File: src/rtl/vga_fetch_scheduler.sv
// vga_fetch_scheduler: per-line video fetch into a ping-pong line buffer, sharing one memory port with a host
// Ports: clk/reset (sync, active-high); hcount/vcount pixel counters; mem_addr/mem_rd/mem_we shared memory drive;
// lb_we/lb_waddr/lb_bank line-buffer fill side; disp_bank bank on screen; host_req/host_we/host_addr host request,
// host_gnt same-cycle grant, host_rvalid host read return; fetch_underrun sticky deadline miss.
// Optional: define VGA_UNDERRUN_COUNT_EN to add underrun_count[15:0], a saturating count of deadline misses.
module vga_fetch_scheduler #(
  parameter int LINE_WORDS = 40,
  parameter int ADDR_W = 16,
  parameter int BASE_ADDR = 0,
  parameter int RD_LAT = 2
) (
  input  logic              clk,
  input  logic              reset,
  input  logic [10:0]       hcount,
  input  logic [9:0]        vcount,
  output logic [ADDR_W-1:0] mem_addr,
  output logic              mem_rd,
  output logic              mem_we,
  output logic              lb_we,
  output logic [5:0]        lb_waddr,
  output logic              lb_bank,
  output logic              disp_bank,
  input  logic              host_req,
  input  logic              host_we,
  input  logic [ADDR_W-1:0] host_addr,
  output logic              host_gnt,
  output logic              host_rvalid,
  output logic              fetch_underrun
`ifdef VGA_UNDERRUN_COUNT_EN
  ,
  output logic [15:0]       underrun_count
`endif
);
  localparam int CW = $clog2(LINE_WORDS + 1);
  typedef enum logic [1:0] {IDLE, ISSUE, DRAIN, DONE} state_t;
  state_t st;
  logic [ADDR_W-1:0] ptr, nptr;
  logic [CW-1:0] icnt, rcnt;
  logic [RD_LAT-1:0] pv, pt;
  logic trig, eol, deadline, fiss, line_trig;
  assign trig = st == IDLE && hcount == 11'd1280 && (vcount <= 10'd478 || vcount == 10'd524);
  assign eol = hcount == 11'd1599;
  assign deadline = eol && (st == ISSUE || st == DRAIN);
  // Word 0 goes out in the trigger cycle itself, so the fetch holds the port for exactly LINE_WORDS cycles.
  assign fiss = trig || (st == ISSUE && !deadline);
  assign nptr = vcount == 10'd524 ? ADDR_W'(BASE_ADDR) : ptr + ADDR_W'(LINE_WORDS);
  assign host_gnt = host_req && !trig && st != ISSUE;
  assign mem_addr = fiss ? (trig ? nptr : ptr + ADDR_W'(icnt)) : host_addr;
  assign mem_rd = fiss || (host_gnt && !host_we);
  assign mem_we = host_gnt && host_we;
  assign lb_we = pv[RD_LAT-1] && pt[RD_LAT-1];
  assign host_rvalid = pv[RD_LAT-1] && !pt[RD_LAT-1];
  assign lb_waddr = 6'(rcnt);
  assign lb_bank = ~disp_bank;
  always_ff @(posedge clk) begin
    if (reset) begin
      st <= IDLE;
      ptr <= ADDR_W'(BASE_ADDR);
      icnt <= '0;
      rcnt <= '0;
      pv <= '0;
      pt <= '0;
      disp_bank <= 1'b0;
      line_trig <= 1'b0;
      fetch_underrun <= 1'b0;
    end else begin
      // pv/pt: read-in-flight valid and fetch tag; an abort drops only fetch-tagged slots
      pv[0] <= fiss || (host_gnt && !host_we);
      pt[0] <= fiss;
      for (int k = 1; k < RD_LAT; k++) begin
        pv[k] <= pv[k-1] && !(deadline && pt[k-1]);
        pt[k] <= pt[k-1];
      end
      if (lb_we) rcnt <= rcnt + 1'b1;
      if (trig) begin
        ptr <= nptr;
        icnt <= CW'(1);
        rcnt <= '0;
        line_trig <= 1'b1;
        st <= ISSUE;
      end
      if (st == ISSUE) begin
        icnt <= icnt + 1'b1;
        if (icnt == CW'(LINE_WORDS - 1)) st <= DRAIN;
      end
      if (st == DRAIN && rcnt == CW'(LINE_WORDS)) st <= DONE;
      if (eol) begin
        disp_bank <= disp_bank ^ line_trig;
        line_trig <= 1'b0;
        st <= IDLE;
        if (deadline) fetch_underrun <= 1'b1;
      end
    end
  end
`ifdef VGA_UNDERRUN_COUNT_EN
  always_ff @(posedge clk) begin
    if (reset) underrun_count <= '0;
    else if (deadline && underrun_count != 16'hFFFF) underrun_count <= underrun_count + 1'b1;
  end
`endif
endmodule
File: config.mk
export PLATFORM = sky130hd
export DESIGN_NAME = vga_fetch_scheduler
export DESIGN_NICKNAME = d
export VERILOG_FILES = /design/src/rtl/vga_fetch_scheduler.sv
export SDC_FILE = /design/constraint.sdc
export NUM_CORES = 1
export LEC_CHECK = 0
export CAP_MARGIN = 20
export CORE_MARGIN = 2
export CORE_UTILIZATION = 30
export CTS_BUF_LIST = sky130_fd_sc_hd__clkbuf_4
export CTS_CLUSTER_DIAMETER = 40
export DETAILED_ROUTE_END_ITERATION = 12
export PLACE_DENSITY_LB_ADDON = 0.08
export SLEW_MARGIN = 20
export SYNTH_ARGS = -nofsm -noshare
export SYNTH_HDL_FRONTEND = slang
export SYNTH_SLANG_ARGS = --single-unit
File: constraint.sdc
create_clock -name clk -period 5.4 [get_ports clk]
set_clock_uncertainty 0.05 [all_clocks]
set_input_delay 1.08 -clock clk [delete_from_list [all_inputs] [get_ports clk]]
set_output_delay 1.08 -clock clk [all_outputs]
set_load 0.02 [all_outputs]
After elaboration in Yosys (flattened, before gate mapping)
Index checks and enable logic that the tools add are counted.
{ "totals": {"register_bits": 37, "output_inout_bits": 30, "word_cells": 60} }
{ "op_classes": {"n_addsub": 4, "order_cmp": 1, "eq_ne": 8, "mux": 9, "n_bitwise": 2, "n_reduce_logical": 27} }
{ "op_table": {"columns": ["operator", "n"], "rows": [
  ["16-bit two-way mux", 3],
  ["11-bit == test, second input constant", 2],
  ["16-bit by 6-bit adder with 16-bit output", 1],
  ["16-bit by 6-bit adder with 16-bit output, second input constant", 1],
  ["1-bit logical AND", 13],
  ["6-bit by 1-bit adder with 6-bit output, second input constant", 2],
  ["6-bit == test, second input constant", 2],
  ["6-bit two-way mux", 2],
  ["10-bit == test, second input constant", 1],
  ["10-bit by 9-bit less-or-equal comparator with 1-bit output, second input constant", 1],
  ["2-bit two-way mux", 4],
  ["1-bit logical NOT", 5],
  ["1-bit logical OR", 4],
  ["2-bit OR reduction", 2],
  ["2-bit by 1-bit == test with 1-bit output, second input constant", 1],
  ["2-bit == test, second input constant", 1],
  ["2-bit logical NOT", 1],
  ["2-bit by 1-bit inequality test with 1-bit output, second input constant", 1],
  ["2-bit AND reduction", 1],
  ["2-bit nonzero test", 1],
  ["1-bit NOT", 1],
  ["1-bit bitwise XOR", 1]
]} }

Longest topological paths before layout
Gate-level depths: netlist of run 1.
{ "logic_depth": {"word_depth": 8, "mapped_depth": 10, "ltp_nobuf": 8} }

Worst setup path after synthesis of run 1
OpenSTA, ideal clock, no wires.
{ "synth_timing": {"kind": "input port to output port", "from": "input hcount[7]", "to": "output mem_addr[14]", "arrival_ns": 3.368, "required_time_ns": 4.270, "slack_ns": 0.902, "path_stages": 8, "n_path_buf": 2, "path_cell_list": "or3b_2 or4_4 or4_1 buf_6 buf_8 a21oi_2 nor2_1 a211oi_2"} }
{ "synth_via": {"elab_chain_cells": 6, "word_cells_on_any_way": 10} }
{ "synth_lines": {"columns": ["item", "line", "source"], "rows": [
  ["from (decl)", "14", "input logic [10:0] hcount,"],
  ["11-bit == test", "42", "assign eol = hcount == 11'd1599;"],
  ["1-bit logical AND", "43", "assign deadline = eol && (st == ISSUE || st == DRAIN);"],
  ["1-bit logical NOT", "45", "assign fiss = trig || (st == ISSUE && !deadline);"],
  ["1-bit logical AND", "45", null],
  ["1-bit logical OR", "45", null],
  ["16-bit two-way mux *", "48", "assign mem_addr = fiss ? (trig ? nptr : ptr + ADDR_W'(icnt)) : host_addr;"],
  ["to (decl)", "16", "output logic [ADDR_W-1:0] mem_addr,"]
]} }
Every way passes the cells marked *; elsewhere a longest branch is shown, timed or not.

Worst setup path after layout of run 1
{ "layout_timing": {"from": "input hcount[10]", "to": "output mem_rd"} }
{ "layout_via": {"elab_chain_cells": 8, "word_cells_on_any_way": 13} }
{ "layout_lines": {"columns": ["item", "line", "source"], "rows": [
  ["11-bit == test", "41", "assign trig = st == IDLE && hcount == 11'd1280 && (vcount <= 10'd478 || vcount == 10'd524);"],
  ["1-bit logical AND (2 in series)", "41", null],
  ["1-bit logical NOT", "47", "assign host_gnt = host_req && !trig && st != ISSUE;"],
  ["1-bit logical AND (2 in series)", "47", null],
  ["1-bit logical AND", "49", "assign mem_rd = fiss || (host_gnt && !host_we);"],
  ["1-bit logical OR *", "49", null],
  ["to (decl)", "17", "output logic mem_rd,"]
]} }
Marked as above.

==> impl_results.md, run 1 <==
- Status: complete, no violations
- Die area: 9790 um^2
- WHS Endpoint: pv[1]$_SDFF_PP0_
- DR iter-0 viols: 107
- HP Start: pt[0]$_SDFF_PP0_
- I/O pin count: 71
- Synth-to-Final Area Change: 38.6%
- WL met3: 300 um
- TritonCTS clock tree: done
- Endpoints failing hold: 0
- Commonest cells post-synth: dfxtp_1 (37), nand2_1 (36), nor2_1 (36), a21oi_1 (32), o21ai_0 (19)
- Worst-Skew Late Latency: 370 ps
- Post-place setup slack: -32.7 ps
- Crit Path Max Fanout: 9
- Vias per std cell: 5.03
- Initial antenna violation count: 0
- R2R depth: 11
- Cell Pwr Density: 150 nW/um^2
- Post-Route Utilization: 0.430
- Num rows: 34
- Reg2reg setup slack: 2750 ps
- Via count: 2,703
- Synth Warn #: 0
- Final period utilization: 0.990
- Router iterations before antenna repair: 4
- Largest area contributor in the netlist: dfxtp_1
- Slew Limit Fails: 0
- Hold_ws: 376 ps
- Wire length of the first global-routing pass: 13,400 um
- Maxcap violations: 0
- Leakage: 1.46 nW
- Setup crit start kind: primary input
- Post-Place Cells: 528
- Critical Path End Type: output port
- Family with the most delay on the worst path: simple AND/OR/NAND/NOR gates
- FF-to-FF Start: st[0]$_SDFF_PP0_
- Nets: 483
- Hold Path Class: flip-flop to flip-flop
- Clk pin slew, worst setup/hold paths: 120 ps
- Core area: 8720 um^2
- Critical Path AT: 4210 ps
- Clk sinks: 37
- WL/cell: 15.5 um
- Pin count of the biggest net entering global routing: 28
- Net Count, Synth: 398
- GPL Wtd Cong: 0.861
- Clock period minus worst slack: 5340 ps
- Antenna Nets Post-Route: 0
- Area after DPL: 3640 um^2
- R2R Path End: ptr[9]$_SDFFE_PP0P_
- Yosys reg bits: 37
- Post-route DRC: 0
- Top cells by area, synth: dfxtp_1 (27%), ha_1 (6.0%), a21oi_1 (5.9%)
- Initial Utilization: 0.310
- Post-synth EDFFs: 0
- Worst endpoint required time: 4270 ps
- Logic pwr share: 0.132
- M1 WL: 3930 um
- Max layer used: met4
- Top-count cell post-synth: dfxtp_1
- Clock power frac: 0.382
- Routed wl met2: 4010 um
- Slew @ Worst Pin: 928 ps
- Crit Path Category: primary input to output port
- Grt total ovfl: 0
- PnR worst setup slack: 55.9 ps
- Worst path bufs/invs: 4
- Hpwl dp: 6400 um
- Worst slew margin: 0.379
- Finished Layout Cells: 537
- Share of synthesized flip-flops with an asynchronous set or reset: 0
- Slowest stage delay, CP: 600 ps
- Fillers: 894
- Psw: 0.147 mW
- Synthesized area: 2710 um^2
- Buffers on Ports: 70
- Vias in the first global route: 2,661
- Final instance area: 3750 um^2
- CTS Buf Count: 5
- Number of H-tree levels: 2
- Synth Instances: 343
- Worst path slowest cell: clkdlybuf4s50_1
- Seq/Total Area, Yosys: 0.274
- Clock tree buffer depth: 2
- # diodes: 0
- Drt total wl: 8320 um
- CTS root buffer: clkbuf_4
- Die height: 99.0 um
- Global-route usage over all layers: 0.170
- Final setup viols: 0
- Layout cells sized above 1: 0.128
- Part of the power in registers: 0.486
- VDD IR max: 0.0000994 V
- Hold path depth: 1
- Fmax: 0.187 GHz
- Cell variety after synth: 55
- Post-synth top flop: dfxtp_1
- Synth Area per Inst: 7.89 um^2
- Die W: 99.0 um
- Critical path cell sequence: clkdlybuf4s50_1, or3b_2, or4_4, or4_1, buf_4, nand3_2, nand2_2, buf_4, nand2_1, clkdlybuf4s50_1
- Sw Share: 0.262
- P_int: 0.416 mW
- Synth top area share: 0.274
==> layout make-up <==
class	count	area, um^2	share of cell area
Multi-Input combinational cell	285	1860	0.497
Timing Repair Buffer	92	900	0.240
Sequential cell	37	741	0.198
Tap cell	108	135	0.0360
Clock inverter	3	46.3	0.0123
Clock buffer	5	37.5	0.0100
Inverter	7	26.3	0.00701
==> kinds of logic after synthesis <==
kind of cell	share of synthesized area
adders and majority gates	0.0675
buffers and inverters	0.0375
DFF	0.274
xor gates and xnor gates	0.0777
AOI/OAI and AO/OA	0.172
and+or+nand+nor	0.315
muxes	0.0564
==> metrics by stage <==
| stage | power (mW) | TNS (ps) |
|---|---|---|
| 2_1_floorplan | 0.305 | 0 |
| 3_3_place_gp | 0.357 | -31.0 |
| 3_5_place_dp | 0.357 | -95.2 |
| 4_1_cts | 0.568 | 0 |
| 5_1_grt | 0.584 | -6.39 |
| 6_report | 0.563 | 0 |
==> worst register-to-register path, cell delays in order, from the launching register on <==
cell     delay [ps]
dfxtp_1         390
inv_1            70
ha_1            190
nand2_1          80
or4_4           150
buf_4           120
and3b_1         180
buf_4           140
nor2_1          700
buf_4           300
o21ai_0         100
a21oi_1         130
==> layout by cell type, fill, tap and decap left out, drive strengths merged, types with 13 or more instances in the layout <==
cell            n
clkdlybuf4s50  54
nand2          38
dfxtp          37
nor2           37
a21oi          33
buf            22
o21ai          20
xnor2          13
ha             13
==> per-layer routing <==
metal,track usage,vias up
met4,0.0379,0
met1,0.226,1253
met3,0.0291,6
li1,-,1395
met2,0.291,49
met5,0,-
==> worst max-delay path by stage <==
stage                     startpoint           end  slack, ps  cells after the start
after floorplan            hcount[7]  mem_addr[14]        900                      8
after global placement    hcount[10]   mem_addr[7]        -20                      8
after detailed placement  hcount[10]   mem_addr[8]        -30                      9
after CTS                 hcount[10]   mem_addr[6]        0.7                      9
after global routing      hcount[10]        mem_rd         -6                     10
final                     hcount[10]        mem_rd         60                     10
==> timing repair <==
item	4_1_cts	5_1_grt
hold buffers	0	0
gates cloned	0	0
setup endpoints to repair	5	12
setup buffers	0	1
gates resized for setup	5	11
==> flip-flops by register name, indices dropped and copies added, names as in the netlist <==
signal,flops
pt,2
fetch_underrun,1
line_trig,1
st,2
icnt,6
pv,2
lb_waddr,6
ptr,16
disp_bank,1
==> power by group through the flow <==
| stage | clock network, mW | logic, mW | registers (mW) |
|---|---|---|---|
| after floorplan | 0 | 0.0254 | 0.280 |
| after global placement | 0 | 0.0777 | 0.280 |
| after detailed placement | 0 | 0.0773 | 0.280 |
| after CTS | 0.219 | 0.0762 | 0.274 |
| after global routing | 0.231 | 0.0792 | 0.274 |
| final | 0.215 | 0.0743 | 0.274 |
No activity file was read; power rests on OpenSTA's default activity.
==> run 2: changes to the inputs <==
--- a/config.mk
+++ b/config.mk
@@ -7,10 +7,11 @@
 export LEC_CHECK = 0
 export CAP_MARGIN = 20
 export CORE_MARGIN = 2
-export CORE_UTILIZATION = 30
+export CORE_UTILIZATION = 55
 export CTS_BUF_LIST = sky130_fd_sc_hd__clkbuf_4
 export CTS_CLUSTER_DIAMETER = 40
 export DETAILED_ROUTE_END_ITERATION = 12
+export GPL_ROUTABILITY_DRIVEN = 0
 export PLACE_DENSITY_LB_ADDON = 0.08
 export SLEW_MARGIN = 20
 export SYNTH_ARGS = -nofsm -noshare
==> run 2 against run 1 <==
- critical path depth fell by 1
- non-clock buffer count fell by 5
- worst setup slack improved by 24 ps
- final area fell by 2.4%
- clock power fell by 3%
- combinational power barely moved
- sequential share of layout area rose by 0.49 points
- register-to-register slack got worse by 20 ps
- clock-buffer cell count did not move
- wire length fell by 9.7%
- critical endpoint is now mem_addr[3]
- largest power group unchanged
- highest routed layer unchanged
==> impl_results.md, run 2 (synthesis gave the netlist of run 1 again) <==
- Fillers: 368
- Multi-input gate area: 1860 um^2
- Slew @ Worst Pin: 1060 ps
- Number of H-tree levels: 2
- Vias in the first global route: 2,807
- PnR worst setup slack: 80.3 ps
- Critical Path End Type: output port
- P_int: 0.417 mW
- Worst slew margin: 0.291
- Post-route DRC: 0
- Clock period minus worst slack: 5320 ps
- Crit Path Category: primary input to output port
- Worst path slowest cell: or4_4
- Clock tree buffer depth: 2
- Clk sinks: 37
- I/O pin count: 71
- Worst path bufs/invs: 3
- Drt total wl: 7510 um
- Wire length of the first global-routing pass: 12,200 um
- VDD IR max: 0.000107 V
- RSZ-0062 raised after global routing: no
- Worst endpoint required time: 4270 ps
- Nets: 478
- Cell Pwr Density: 152 nW/um^2
- Endpoints failing hold: 0
- Synth-to-Final Area Change: 35.2%
- Initial Utilization: 0.573
- Fmax: 0.188 GHz
- Buffers on Ports: 70
- Critical Path AT: 4190 ps
- Pin count of the biggest net entering global routing: 28
- Via count: 2,860
- Reg2reg setup slack: 2730 ps
- Slowest stage delay, CP: 550 ps
- Hpwl dp: 5680 um
- Pwr Total: 0.555 mW
- Worst-Skew Late Latency: 360 ps
- Commonest non-fill, non-tap cell in the layout: clkdlybuf4s50_1
- Setup crit start kind: primary input
- Largest Register: ptr
- Global-route usage over all layers: 0.280
- Logic pwr share: 0.134
- WL/cell: 15.3 um
- Final setup viols: 0
- Sw Share: 0.249
- Hold buffers post-CTS: 0
- Slew Limit Fails: 0
- # diodes: 0
- Status: complete, no violations
- Leakage: 1.43 nW
- Layout cells sized above 1: 0.118
- Initial antenna violation count: 0
- Part of the power in registers: 0.493
- TritonCTS clock tree: done
- Die height: 74.1 um
- Crit Path Max Fanout: 10
- Most frequent cells in the layout: clkdlybuf4s50_1 (58), dfxtp_1 (37), nand2_1 (36), nor2_1 (36), a21oi_1 (32)
- Core area: 4720 um^2
- Die area: 5500 um^2
- Clk pin slew, worst setup/hold paths: 120 ps
- Grt total ovfl: 0
- Max reg flops: 16
- Vias per std cell: 5.82
- Register area: 741 um^2
- Clock power frac: 0.374
- Die W: 74.1 um
- Maxcap violations: 0
- CTS root buffer: clkbuf_4
- Router iterations before antenna repair: 4
- DR iter-0 viols: 132
- Final period utilization: 0.985
- Psw: 0.138 mW
- Family with the most delay on the worst path: simple AND/OR/NAND/NOR gates
- Critical path cell sequence: clkdlybuf4s50_1, or4_4, or4_4, or4_1, buf_4, nand3_1, o21ai_0, mux2_2, clkdlybuf4s50_1
- Post-place setup slack: -1.25 ps
- Antenna Nets Post-Route: 0
- CTS Buf Count: 5
- Hold Path Class: flip-flop to flip-flop
- Num rows: 25
==> run 2: cell count changes in the layout (fill, tap and decap cells not counted) <==
cell,delta
clkdlybuf4s50_1,+4
clkinvlp_4,-1
inv_6,+1
dlygate4sd2_1,-3
clkinv_4,-1
dlymetal6s2s_1,-1
clkinv_2,+1
buf_4,-5
==> run 2: final timing paths <==
| check | cells after the start | to | start |
|---|---|---|---|
| max | 9 | mem_addr[3] | hcount[0] |
| min | 1 | pv[1]$_SDFF_PP0_ | pt[0]$_SDFF_PP0_ |
| max reg2reg | 11 | ptr[9]$_SDFFE_PP0P_ | st[1]$_SDFF_PP0_ |
| min reg2reg | 1 | pv[1]$_SDFF_PP0_ | pt[0]$_SDFF_PP0_ |
==> run 2: cell type report <==
type | count | share of cell area
Tap cell | 67 | 0.0229
Clock buffer | 5 | 0.0103
Inverter | 7 | 0.00718
Sequential cell | 37 | 0.202
Timing Repair Buffer | 87 | 0.236
Multi-Input combinational cell | 285 | 0.509
Clock inverter | 3 | 0.0120
==> run 2: power by group through the flow <==
| stage | clock network (mW) | registers [mW] | logic [mW] |
|---|---|---|---|
| after floorplan | 0 | 0.280 | 0.0254 |
| after detailed placement | 0 | 0.280 | 0.0753 |
| after global placement | 0 | 0.280 | 0.0747 |
| after CTS | 0.209 | 0.274 | 0.0753 |
| after global routing | 0.218 | 0.274 | 0.0784 |
| final | 0.208 | 0.274 | 0.0742 |
==> run 2: stage by stage <==
stage                util  hold WS [ps]  instance area (um^2)  cells  TNS [ps]
floorplan               -           346                  2710    343         0
global route        0.775           416                  3660    491         0
finish              0.775           383                  3660    491         0
CTS                 0.768           386                  3630    490         0
global placement    0.751           361                  3550    482         0
detailed placement  0.751           368                  3550    482     -1.25
==> run 2: per-layer routing <==
layer,share of wire,vias up,global-route usage
met5,0,-,0
met3,0.069,21,0.0583
li1,-,1394,-
met2,0.48,115,0.485
met1,0.42,1330,0.336
met4,0.026,0,0.119
==> run 2: worst register-to-register path, stage by stage (launching register included) <==
cell and delay [ps]:
dfxtp_1 360, inv_1 90, ha_1 160, nand2_1 70, or4_4 560, nor4_4 190, buf_4 180, buf_4 170
nor2_1 190, buf_4 230, o21ai_0 200, a21oi_1 90
==> run 2: what timing repair did <==
action / in CTS / in global routing
endpoints found under the setup margin: 2 / 14
setup buffers: 0 / 1
gates cloned: 0 / 0
resized for setup: 2 / 10
